### src/rtl/matrix_scan_driver.sv
// Double-buffered row-multiplexed LED matrix driver: shows one row at a time with an
// optional blanking gap, and swaps in a new frame only at frame boundaries.
module matrix_scan_driver #(
    parameter int ROW   = 4,
    parameter int COL   = 4,
    parameter int DWELL = 4,
    parameter int BLANK = 1
) (
    input  logic                 clk,
    input  logic                 reset,
    input  logic                 enable,
    input  logic [ROW*COL-1:0]   frame_in,
    input  logic                 frame_valid,
    output logic [ROW-1:0]       row_sel,
    output logic [COL-1:0]       col_out,
    output logic                 frame_done
);

    localparam int CNT_MAX = (DWELL > BLANK) ? ((DWELL > 2) ? DWELL : 2)
                                             : ((BLANK > 2) ? BLANK : 2);
    localparam int CW = $clog2(CNT_MAX);
    localparam int RW = (ROW > 1) ? $clog2(ROW) : 1;

    localparam logic [CW-1:0] DWELL_LAST = CW'(DWELL - 1);
    localparam logic [CW-1:0] BLANK_LAST = CW'((BLANK > 0) ? BLANK - 1 : 0);
    localparam logic [RW-1:0] ROW_LAST   = RW'(ROW - 1);

    typedef enum logic {
        S_BLANK,
        S_SHOW
    } state_t;

    localparam state_t S_START = (BLANK == 0) ? S_SHOW : S_BLANK;

    // The state registers describe the cycle currently on the outputs; the output
    // registers are loaded with the image of the next state.
    state_t               state, state_n;
    logic [RW-1:0]        row_idx, row_n;
    logic [CW-1:0]        phase, phase_n;
    logic [ROW*COL-1:0]   active, active_n;
    logic [ROW*COL-1:0]   pending;
    logic                 pend_flag;
    logic                 swap;
    logic [ROW-1:0]       row_sel_n;
    logic [COL-1:0]       col_n;
    logic                 done_n;

    always_ff @(posedge clk) begin
        if (reset) begin
            state   <= S_START;
            row_idx <= '0;
            phase   <= '0;
        end else begin
            state   <= state_n;
            row_idx <= row_n;
            phase   <= phase_n;
        end
    end

    always_comb begin
        state_n = state;
        row_n   = row_idx;
        phase_n = phase;
        if (enable) begin
            case (state)
                S_BLANK: begin
                    if (phase == BLANK_LAST) begin
                        state_n = S_SHOW;
                        phase_n = '0;
                    end else begin
                        phase_n = phase + 1'b1;
                    end
                end
                S_SHOW: begin
                    if (phase == DWELL_LAST) begin
                        phase_n = '0;
                        row_n   = (row_idx == ROW_LAST) ? '0 : row_idx + 1'b1;
                        state_n = (BLANK == 0) ? S_SHOW : S_BLANK;
                    end else begin
                        phase_n = phase + 1'b1;
                    end
                end
                default: begin
                    state_n = S_START;
                    row_n   = '0;
                    phase_n = '0;
                end
            endcase
        end
    end

    // Leaving the final lit cycle of the last row is the only point a new frame may enter.
    always_comb begin
        swap = enable && (state == S_SHOW) && (phase == DWELL_LAST) && (row_idx == ROW_LAST);
        active_n = active;
        if (swap) begin
            if (frame_valid) begin
                active_n = frame_in;
            end else if (pend_flag) begin
                active_n = pending;
            end
        end
    end

    always_ff @(posedge clk) begin
        if (reset) begin
            active    <= '0;
            pending   <= '0;
            pend_flag <= 1'b0;
        end else begin
            active <= active_n;
            if (swap) begin
                pend_flag <= 1'b0;
            end else if (frame_valid) begin
                pending   <= frame_in;
                pend_flag <= 1'b1;
            end
        end
    end

    always_comb begin
        row_sel_n = '0;
        col_n     = '0;
        done_n    = 1'b0;
        if (enable && (state_n == S_SHOW)) begin
            for (int r = 0; r < ROW; r++) begin
                if (row_n == RW'(r)) begin
                    row_sel_n[r] = 1'b1;
                    col_n        = active_n[r*COL +: COL];
                end
            end
            done_n = (row_n == ROW_LAST) && (phase_n == DWELL_LAST);
        end
    end

    always_ff @(posedge clk) begin
        if (reset) begin
            row_sel    <= '0;
            col_out    <= '0;
            frame_done <= 1'b0;
        end else begin
            row_sel    <= row_sel_n;
            col_out    <= col_n;
            frame_done <= done_n;
        end
    end

endmodule

### config.mk
export PLATFORM = sky130hd
export DESIGN_NAME = matrix_scan_driver
export DESIGN_NICKNAME = d
export VERILOG_FILES = /design/src/rtl/matrix_scan_driver.sv
export SDC_FILE = /design/constraint.sdc
export NUM_CORES = 1
export LEC_CHECK = 0
export CAP_MARGIN = 10
export CORE_MARGIN = 2
export CORE_UTILIZATION = 49
export DETAILED_ROUTE_END_ITERATION = 8
export PLACE_DENSITY = 0.82
export SYNTH_ARGS = -nofsm -noshare
export SYNTH_HDL_FRONTEND = slang
export SYNTH_SLANG_ARGS = --single-unit
### constraint.sdc
create_clock -name clk -period 2.1 [get_ports clk]
set_input_delay 0.42 -clock clk [delete_from_list [all_inputs] [get_ports clk]]
set_output_delay 0.42 -clock clk [all_outputs]
set_load 0.05 [all_outputs]
**Yosys cells after proc, flatten, opt, wreduce, memory -nomap -nowiden**

Cells that the tools add are included.

- Register bits: 47
- Input bits: 20
- Output and inout port bits: 9
- Word-level logic and storage cells: 53

- Add/sub/neg operators: 2
- Equality and inequality tests: 6
- Muxes and demuxes: 23
- Bitwise operators: 3
- Reductions and logical operators: 10

Operators with widths:

| operator | count |
|---|---|
| 2-to-1 mux 16 bit | 3 |
| 2-to-1 mux 4 bit | 4 |
| 2-to-1 mux 2 bit | 7 |
| == test 2 bit (second input constant) | 5 |
| 2-to-1 mux 1 bit | 7 |
| logical AND 1 bit | 5 |
| adder 2 x 1 -> 2 bit (second input constant) | 2 |
| zero test 2 bit | 2 |
| one-hot mux 2 bit (2 select lines) | 1 |
| OR reduction 2 bit | 2 |
| NOT 1 bit | 3 |
| == test 2 x 1 -> 1 bit (second input constant) | 1 |
| one-hot mux 1 bit (2 select lines) | 1 |
| AND reduction 2 bit | 1 |

**Longest topological paths before layout**

Gate-level depths: netlist of the first run.

- Depth in word-level cells: 10
- Gate-level depth with buffers: 9
- Gate-level depth less buffers: 7

**Least setup slack after synthesis of the first run**

Ideal clock, no wire load.

- Path type: flip-flop to flip-flop
- Start: reg phase[1]
- End: reg col_out[3]
- Data arrival time: 1763 ps
- Required time: 1985 ps
- Slack: 222 ps
- Stages on the path, launching flop included: 6
- Path buffers: 0
- Cells stage by stage: dfxtp_1 -> ha_1 -> nand3_1 -> mux2i_4 -> mux4_2 -> and2_1

- Longest elaborated chain between the ends: 9

Ends and longest elaborated chain:

| what | RTL line | source |
|---|---|---|
| from (decl) | 39 | `logic [CW-1:0] phase, phase_n;` |
| from (signal assigned) | 56 | `phase <= phase_n;` |
| == test 2 bit | 75, 94 |  |
| 2-to-1 mux 2 bit | 75 | `if (phase == DWELL_LAST) begin` |
| 2-to-1 mux 2 bit | 65 | `case (state)` |
| 2-to-1 mux 2 bit | 64 | `if (enable) begin` |
| zero test 2 bit | 127 | `if (row_n == RW'(r)) begin` |
| 2-to-1 mux 4 bit (4 in a row) | 127 |  |
| to (signal assigned) | 143 | `col_out <= col_n;` |
| to (decl) | 15 | `output logic [COL-1:0] col_out,` |

Parallel ways exist; a longest one is shown, timed or not.
A chain may end at the register's enable or synchronous reset.

**Final worst setup path of the first run**

- Start: in enable
- End: reg col_out[3]

- Longest elaborated chain between the ends: 8

Ends and longest elaborated chain:

| what | RTL line | source |
|---|---|---|
| from (decl) | 11 | `input logic enable,` |
| logical AND 1 bit (3 in a row) | 94 | `swap = enable && (state == S_SHOW) && (phase == DWELL_LAST) && (row_idx == ROW_LAST);` |
| 2-to-1 mux 16 bit | 96 | `if (swap) begin` |
| 2-to-1 mux 4 bit (4 in a row) | 127 |  |

Parallel ways exist; a longest one is shown, timed or not.

==> flow_metrics.py, run 1 <==
metrics = {
    "global_routing": {
        "grt_max_degree": 39,
        "grt-ovfl-total": 0,
        "grt_pass1_vias": 1773,
        "top_usage_layer": "met2",
        "use_met1_pct": 29.1,
        "grt_pass1_wl_mm": 8.31,
        "antenna_found_initial": 0,
        "grtUsageMet3_pct": 5.52,
        "grt_usage_pct": 21.2,
        "grt_util_met2_pct": 32.6,
    },
    "flow_run": {
        "drv_cap": 0,
    },
    "yosys": {
        "synthFlopType": "dfxtp_1",
        "synthArstFlopShare_pct": 0,
        "yosys.area_share.simple_pct": 24.7,
        "synth_top_area_cell": "dfxtp_1",
        "synthXorXnorAreaFrac_pct": 0,
        "yosysWarnings": 0,
        "syn_nets": 277,
        "syn_area_um2": 2080,
        "synth_mux_area_share_pct": 4.14,
        "synth.most_common_cell": "nand2_1",
        "ys_seq_area_share_pct": 45.2,
        "ys_seq_elements": 47,
        "syn-instance-count": 253,
        "ys_types": 26,
        "synth_top_family_by_area": "simple AND/OR/NAND/NOR gates",
        "synth_top_area_share_pct": 45.2,
        "ys_top_cells_by_count": "nand2_1, dfxtp_1, nand3_1",
        "synth_fa_ha_area_share_pct": 2.40,
        "synth-compound-area-share_pct": 17.8,
        "synth_edf_count": 0,
        "synth.area.top_cells": "dfxtp_1, nand2_1, nand3_1",
        "avgSynthCellArea_um2": 8.23,
    },
    "placement": {
        "dp_cells": 331,
        "place_congestion": 0.868,
        "io_buffers": 28,
        "place_hpwl_mm": 3.38,
        "preCtsSetupSlack_ps": -147,
    },
    "clock_tree": {
        "cts_tree": "done",
        "clk_pin_slew_ps": 80,
        "cts_sinks": 47,
        "cts.repair.resized": 0,
        "cts_root_buf": "clkbuf_8",
        "cts-buffers-inserted": 5,
        "clk_latency_ps": 300,
        "post-cts-setup-buffers": 0,
        "hold_buffers": 0,
        "clockBufferDepth": 2,
        "htree_levels": 2,
    },
    "sta": {
        "relSlewSlack_pct": 66.9,
        "fmax_ghz": 0.518,
        "slew_viol_final": 0,
        "rsz0062_at_grt": "no",
        "worst_pin_slew_ps": 494,
        "finalSetupViolCount": 0,
        "finalCritPeriodShare_pct": 91.9,
        "skew_ps": 3.50,
        "setup_ws_ps": 170,
        "period_needed_ps": 1930,
        "hold_viol": 0,
    },
    "worst_hold_path": {
        "hold_path_startpoint": "pending[9]",
        "holdCritPathClass": "reg -> reg",
        "hold_end": "pending[9]",
        "whs_path_depth": 2,
    },
    "setup_path": {
        "regToRegSetupSlack_ps": 190,
        "startpoint_type": "primary input",
        "r2r_start": "phase[1]",
        "crit_path_end_kind": "flip-flop",
        "cp.required_ps": 2300,
        "r2r-end": "col_out[3]",
        "crit_type": "in -> reg",
        "reg2regPathDepth": 6,
        "arrival_ps": 2130,
        "cp_max_fo": 7,
    },
    "drt": {
        "via_per_inst": 5.77,
        "ant_nets": 0,
        "dr.pass1.iters": 4,
        "vias": 1956,
        "route.detailed.drc": 0,
        "drt_iter0_drc": 183,
        "wl_per_cell_um": 14.3,
        "routed_wl_mm": 4.85,
    },
    "floorplanning": {
        "dieArea_um2": 4790,
        "rows": 23,
        "core-area_um2": 4060,
        "fp.dieW_um": 69.2,
        "fp.dieH_um": 69.2,
        "start_util_pct": 51.3,
        "pin_count": 29,
    },
    "outcome": {
        "status": "complete, no violations",
    },
    "finish": {
        "register_area_um2": 941,
        "syn2layout_area_growth_pct": 23.0,
        "multiInputGateArea_um2": 1020,
        "nFillCells": 352,
        "stdcell_count": 339,
        "final_nets": 312,
        "drive_above_1_share_pct": 10.4,
        "diodes": 0,
    },
    "power_and_ir_drop": {
        "powerDensity_nw_per_um2": 656,
        "power_mw": 1.68,
        "ir_drop_v": 0.000431,
        "leakage_nw": 0.963,
    },
}
-- report_power, final --
group          leakage, nW  switching [mW]  internal (mW)
registers            0.383          0.0180          0.915
logic                0.529          0.0861         0.0729
clock network       0.0515           0.288          0.301
total                0.963           0.393           1.29
-- worst max-delay path, stage by stage --
cell and delay, ps:
clkdlybuf4s50_1 480, and4_4 250, a32oi_1 240, nand3_1 100
mux4_2 460, and2_1 170
-- placed cells by master, fill, tap and decap left out, drive strengths merged --
cell | netlist | routed
nor4 | 1 | 1
o21ai | 1 | 1
a31oi | 10 | 10
and2 | 2 | 2
nor2b | 8 | 8
nor3 | 2 | 2
dfxtp | 47 | 47
nand4 | 1 | 1
nand3 | 28 | 28
buf | 8 | 19
inv | 4 | 4
mux4 | 1 | 1
mux2i | 4 | 4
clkdlybuf4s50 | 0 | 28
mux2 | 1 | 1
nand2 | 57 | 57
ha | 4 | 4
nor3b | 1 | 1
and4 | 1 | 1
clkbuf | 11 | 8
a21oi | 24 | 24
o22ai | 4 | 4
a32oi | 12 | 12
a41oi | 6 | 6
nor2 | 15 | 15
-- cell type report --
type / instances / area share (%)
multi-input cells: 183 / 39.8
flip-flops and latches: 47 / 36.7
inverters: 4 / 0.586
clock buffers: 8 / 3.91
well taps: 50 / 2.44
repair buffers: 47 / 16.5
-- state kept, by name, summed over array words and instances, names as in the netlist --
register,count
active,16
col_out,4
frame_done,1
pend_flag,1
pending,16
phase,2
row_idx,2
row_sel,4
state,1
-- stage by stage --
stage	hold WS [ps]	TNS, ps	area, um2	utilization (%)
finish	460	0	2560	63.2
global route	488	0	2560	63.2
detailed placement	452	-263	2460	60.7
floorplan	437	0	2080	-
global placement	443	-83.8	2460	60.7
CTS	464	0	2560	63.2
-- cell families (layout without fill, tap and decap cells) --
group | after synthesis | count (layout)
fa+ha+maj | 4 | 4
simple gates | 116 | 116
flops | 47 | 47
mux | 6 | 6
compound gates | 57 | 57
buf+inv | 23 | 59
-- routing by layer --
layer,up-vias,wire [um]
met3,10,299
met2,75,2280
met4,0,82
met1,901,2190
met5,-,0
li1,970,-
-- worst max-delay path by stage --
stage	startpoint	to	cells after the start
5_1_grt	phase[1]	col_out[3]	6
3_5_place_dp	enable	col_out[3]	6
3_3_place_gp	enable	col_out[3]	6
2_1_floorplan	phase[1]	col_out[3]	5
4_1_cts	enable	col_out[3]	6
6_report	enable	col_out[3]	6
(Power assumes the default switching activity.)
==> inputs of run 2 (changes only) <==
--- a/config.mk
+++ b/config.mk
@@ -5,11 +5,11 @@
 export SDC_FILE = /design/constraint.sdc
 export NUM_CORES = 1
 export LEC_CHECK = 0
-export CAP_MARGIN = 10
+export CAP_MARGIN = 20
 export CORE_MARGIN = 2
-export CORE_UTILIZATION = 49
+export CORE_UTILIZATION = 40
 export DETAILED_ROUTE_END_ITERATION = 8
-export PLACE_DENSITY = 0.82
+export PLACE_DENSITY = 0.7
 export SYNTH_ARGS = -nofsm -noshare
 export SYNTH_HDL_FRONTEND = slang
 export SYNTH_SLANG_ARGS = --single-unit
==> flow_metrics.py, run 2 (same netlist as run 1, synthesis figures left out) <==
metrics = {
    "outcome": {
        "status": "complete, no violations",
    },
    "setup_path": {
        "critical_path.top_delay_family": "simple AND/OR/NAND/NOR gates",
        "cp.required_ps": 2300,
        "slowest_stage": "mux4_2",
        "crit_path_end_kind": "flip-flop",
        "critPathBufInv": 0,
        "arrival_ps": 2100,
        "slowest_delay_ps": 460,
        "cp_max_fo": 8,
        "worstPathCellList": "ha_1 > and4_4 > a32oi_1 > nand3_1 > mux4_2 > and2_1",
        "crit_type": "reg -> reg",
        "startpoint_type": "flip-flop",
    },
    "sta": {
        "finalCritPeriodShare_pct": 90.4,
        "finalSetupViolCount": 0,
        "skew_ps": 4.14,
        "worst_pin_slew_ps": 510,
        "relSlewSlack_pct": 65.9,
        "fmax_ghz": 0.527,
        "setup_ws_ps": 201,
        "rsz0062_at_grt": "no",
        "slew_viol_final": 0,
        "period_needed_ps": 1900,
        "hold_viol": 0,
        "tns_ps": 0,
    },
    "global_routing": {
        "grt_pass1_wl_mm": 8.27,
        "grt-ovfl-total": 0,
        "grt_max_degree": 39,
        "antenna_found_initial": 0,
        "grt_pass1_vias": 1788,
        "grt_usage_pct": 17.4,
    },
    "finish": {
        "final_nets": 311,
        "final_common_cell": "nand2_1",
        "syn2layout_area_growth_pct": 26.8,
        "most-common-layout-cells": "nand2_1, dfxtp_1, nand3_1, clkdlybuf4s50_1, a21oi_1",
        "nFillCells": 476,
        "drive_above_1_share_pct": 10.4,
        "multiInputGateArea_um2": 1020,
        "top_regs": "active (16), pending (16)",
        "diodes": 0,
        "register_area_um2": 941,
    },
    "clock_tree": {
        "clockBufferDepth": 2,
        "cts_sinks": 47,
        "hold_buffers": 0,
        "post-cts-setup-buffers": 0,
        "htree_levels": 2,
        "cts_tree": "done",
        "clk_latency_ps": 300,
        "cts.repair.resized": 0,
        "clk_pin_slew_ps": 90,
        "cts_root_buf": "clkbuf_8",
        "cts-buffers-inserted": 5,
    },
    "drt": {
        "wl_per_cell_um": 13.7,
        "route.detailed.drc": 0,
        "vias": 1902,
        "ant_nets": 0,
        "dr.pass1.iters": 4,
        "drt_iter0_drc": 101,
        "via_per_inst": 5.31,
        "routed_wl_mm": 4.92,
    },
    "worst_hold_path": {
        "holdCritPathClass": "reg -> reg",
    },
    "power_and_ir_drop": {
        "leakage_nw": 0.981,
        "ir_drop_v": 0.000498,
        "powerDensity_nw_per_um2": 713,
        "power_mw": 1.88,
    },
    "placement": {
        "io_buffers": 28,
        "place_hpwl_mm": 3.34,
        "preCtsSetupSlack_ps": -110,
        "place_congestion": 0.852,
    },
    "flow_run": {
        "drv_cap": 0,
    },
    "floorplanning": {
        "core-area_um2": 5070,
        "fp.dieW_um": 76.2,
        "dieArea_um2": 5800,
        "rows": 26,
        "fp.dieH_um": 76.2,
        "pin_count": 29,
        "start_util_pct": 41.1,
    },
}
[run 2: cell count changes in the layout (fill, tap and decap cells not counted)]
cell	change
buf_12	+2
clkbuf_8	-2
buf_4	-3
clkbuf_1	-1
clkinvlp_4	+1
bufinv_16	+2
[run 2: path summary, 6_finish.rpt]
path,to,depth (start not counted),slack [ps],from
setup / recovery,col_out[3],6,200,phase[1]
hold / removal,pending[0],2,460,pending[0]
setup reg to reg,col_out[3],6,200,phase[1]
hold reg to reg,pending[0],2,460,pending[0]
[run 2: worst register-to-register path, stage by stage (launching register included)]
cell	delay (ps)
dfxtp_1	340
ha_1	250
and4_4	250
a32oi_1	240
nand3_1	100
mux4_2	460
and2_1	160
[run 2: layout make-up]
type,instances,share of cell area [%]
well taps,70,3.32
flip-flops and latches,47,35.6
clock buffers,5,2.61
inverters,4,0.568
multi-input cells,183,38.7
clock inverters,3,2.56
repair buffers,46,16.7
[run 2: power breakdown]
group / internal [mW] / switching (mW) / total, mW
Sequential: 0.915 / 0.0178 / 0.933
Clock: 0.475 / 0.313 / 0.787
Combinational: 0.0767 / 0.0869 / 0.164
[run 2: metrics by stage]
step | area (um2) | utilization (%) | hold slack (ps) | cells
2_1_floorplan | 2080 | - | 437 | 253
3_3_place_gp | 2500 | 49.4 | 447 | 350
3_5_place_dp | 2500 | 49.4 | 452 | 350
4_1_cts | 2640 | 52.0 | 464 | 358
5_1_grt | 2640 | 52.0 | 479 | 358
6_report | 2640 | 52.0 | 464 | 358
[run 2: per-layer routing]
layer | share of wire (%) | wire length [um] | up-vias | GRT usage (%)
li1 | - | - | 961 | -
met1 | 47 | 2330 | 878 | 22.7
met2 | 46 | 2240 | 56 | 28.5
met3 | 5.1 | 252 | 7 | 3.79
met4 | 1.8 | 90 | 0 | 6.55
met5 | 0 | 0 | - | 0
==> inputs of run 3 (changes only) <==
==> constraint.sdc (replaced) <==
create_clock -name clk -period 2.1 [get_ports clk]
set_input_delay 0.42 -clock clk [delete_from_list [all_inputs] [get_ports clk]]
set_output_delay 0.42 -clock clk [all_outputs]
set_load 0.005 [all_outputs]
==> results of run 3 <==
The final DEF is identical to that of run 2. Status: complete, no violations.
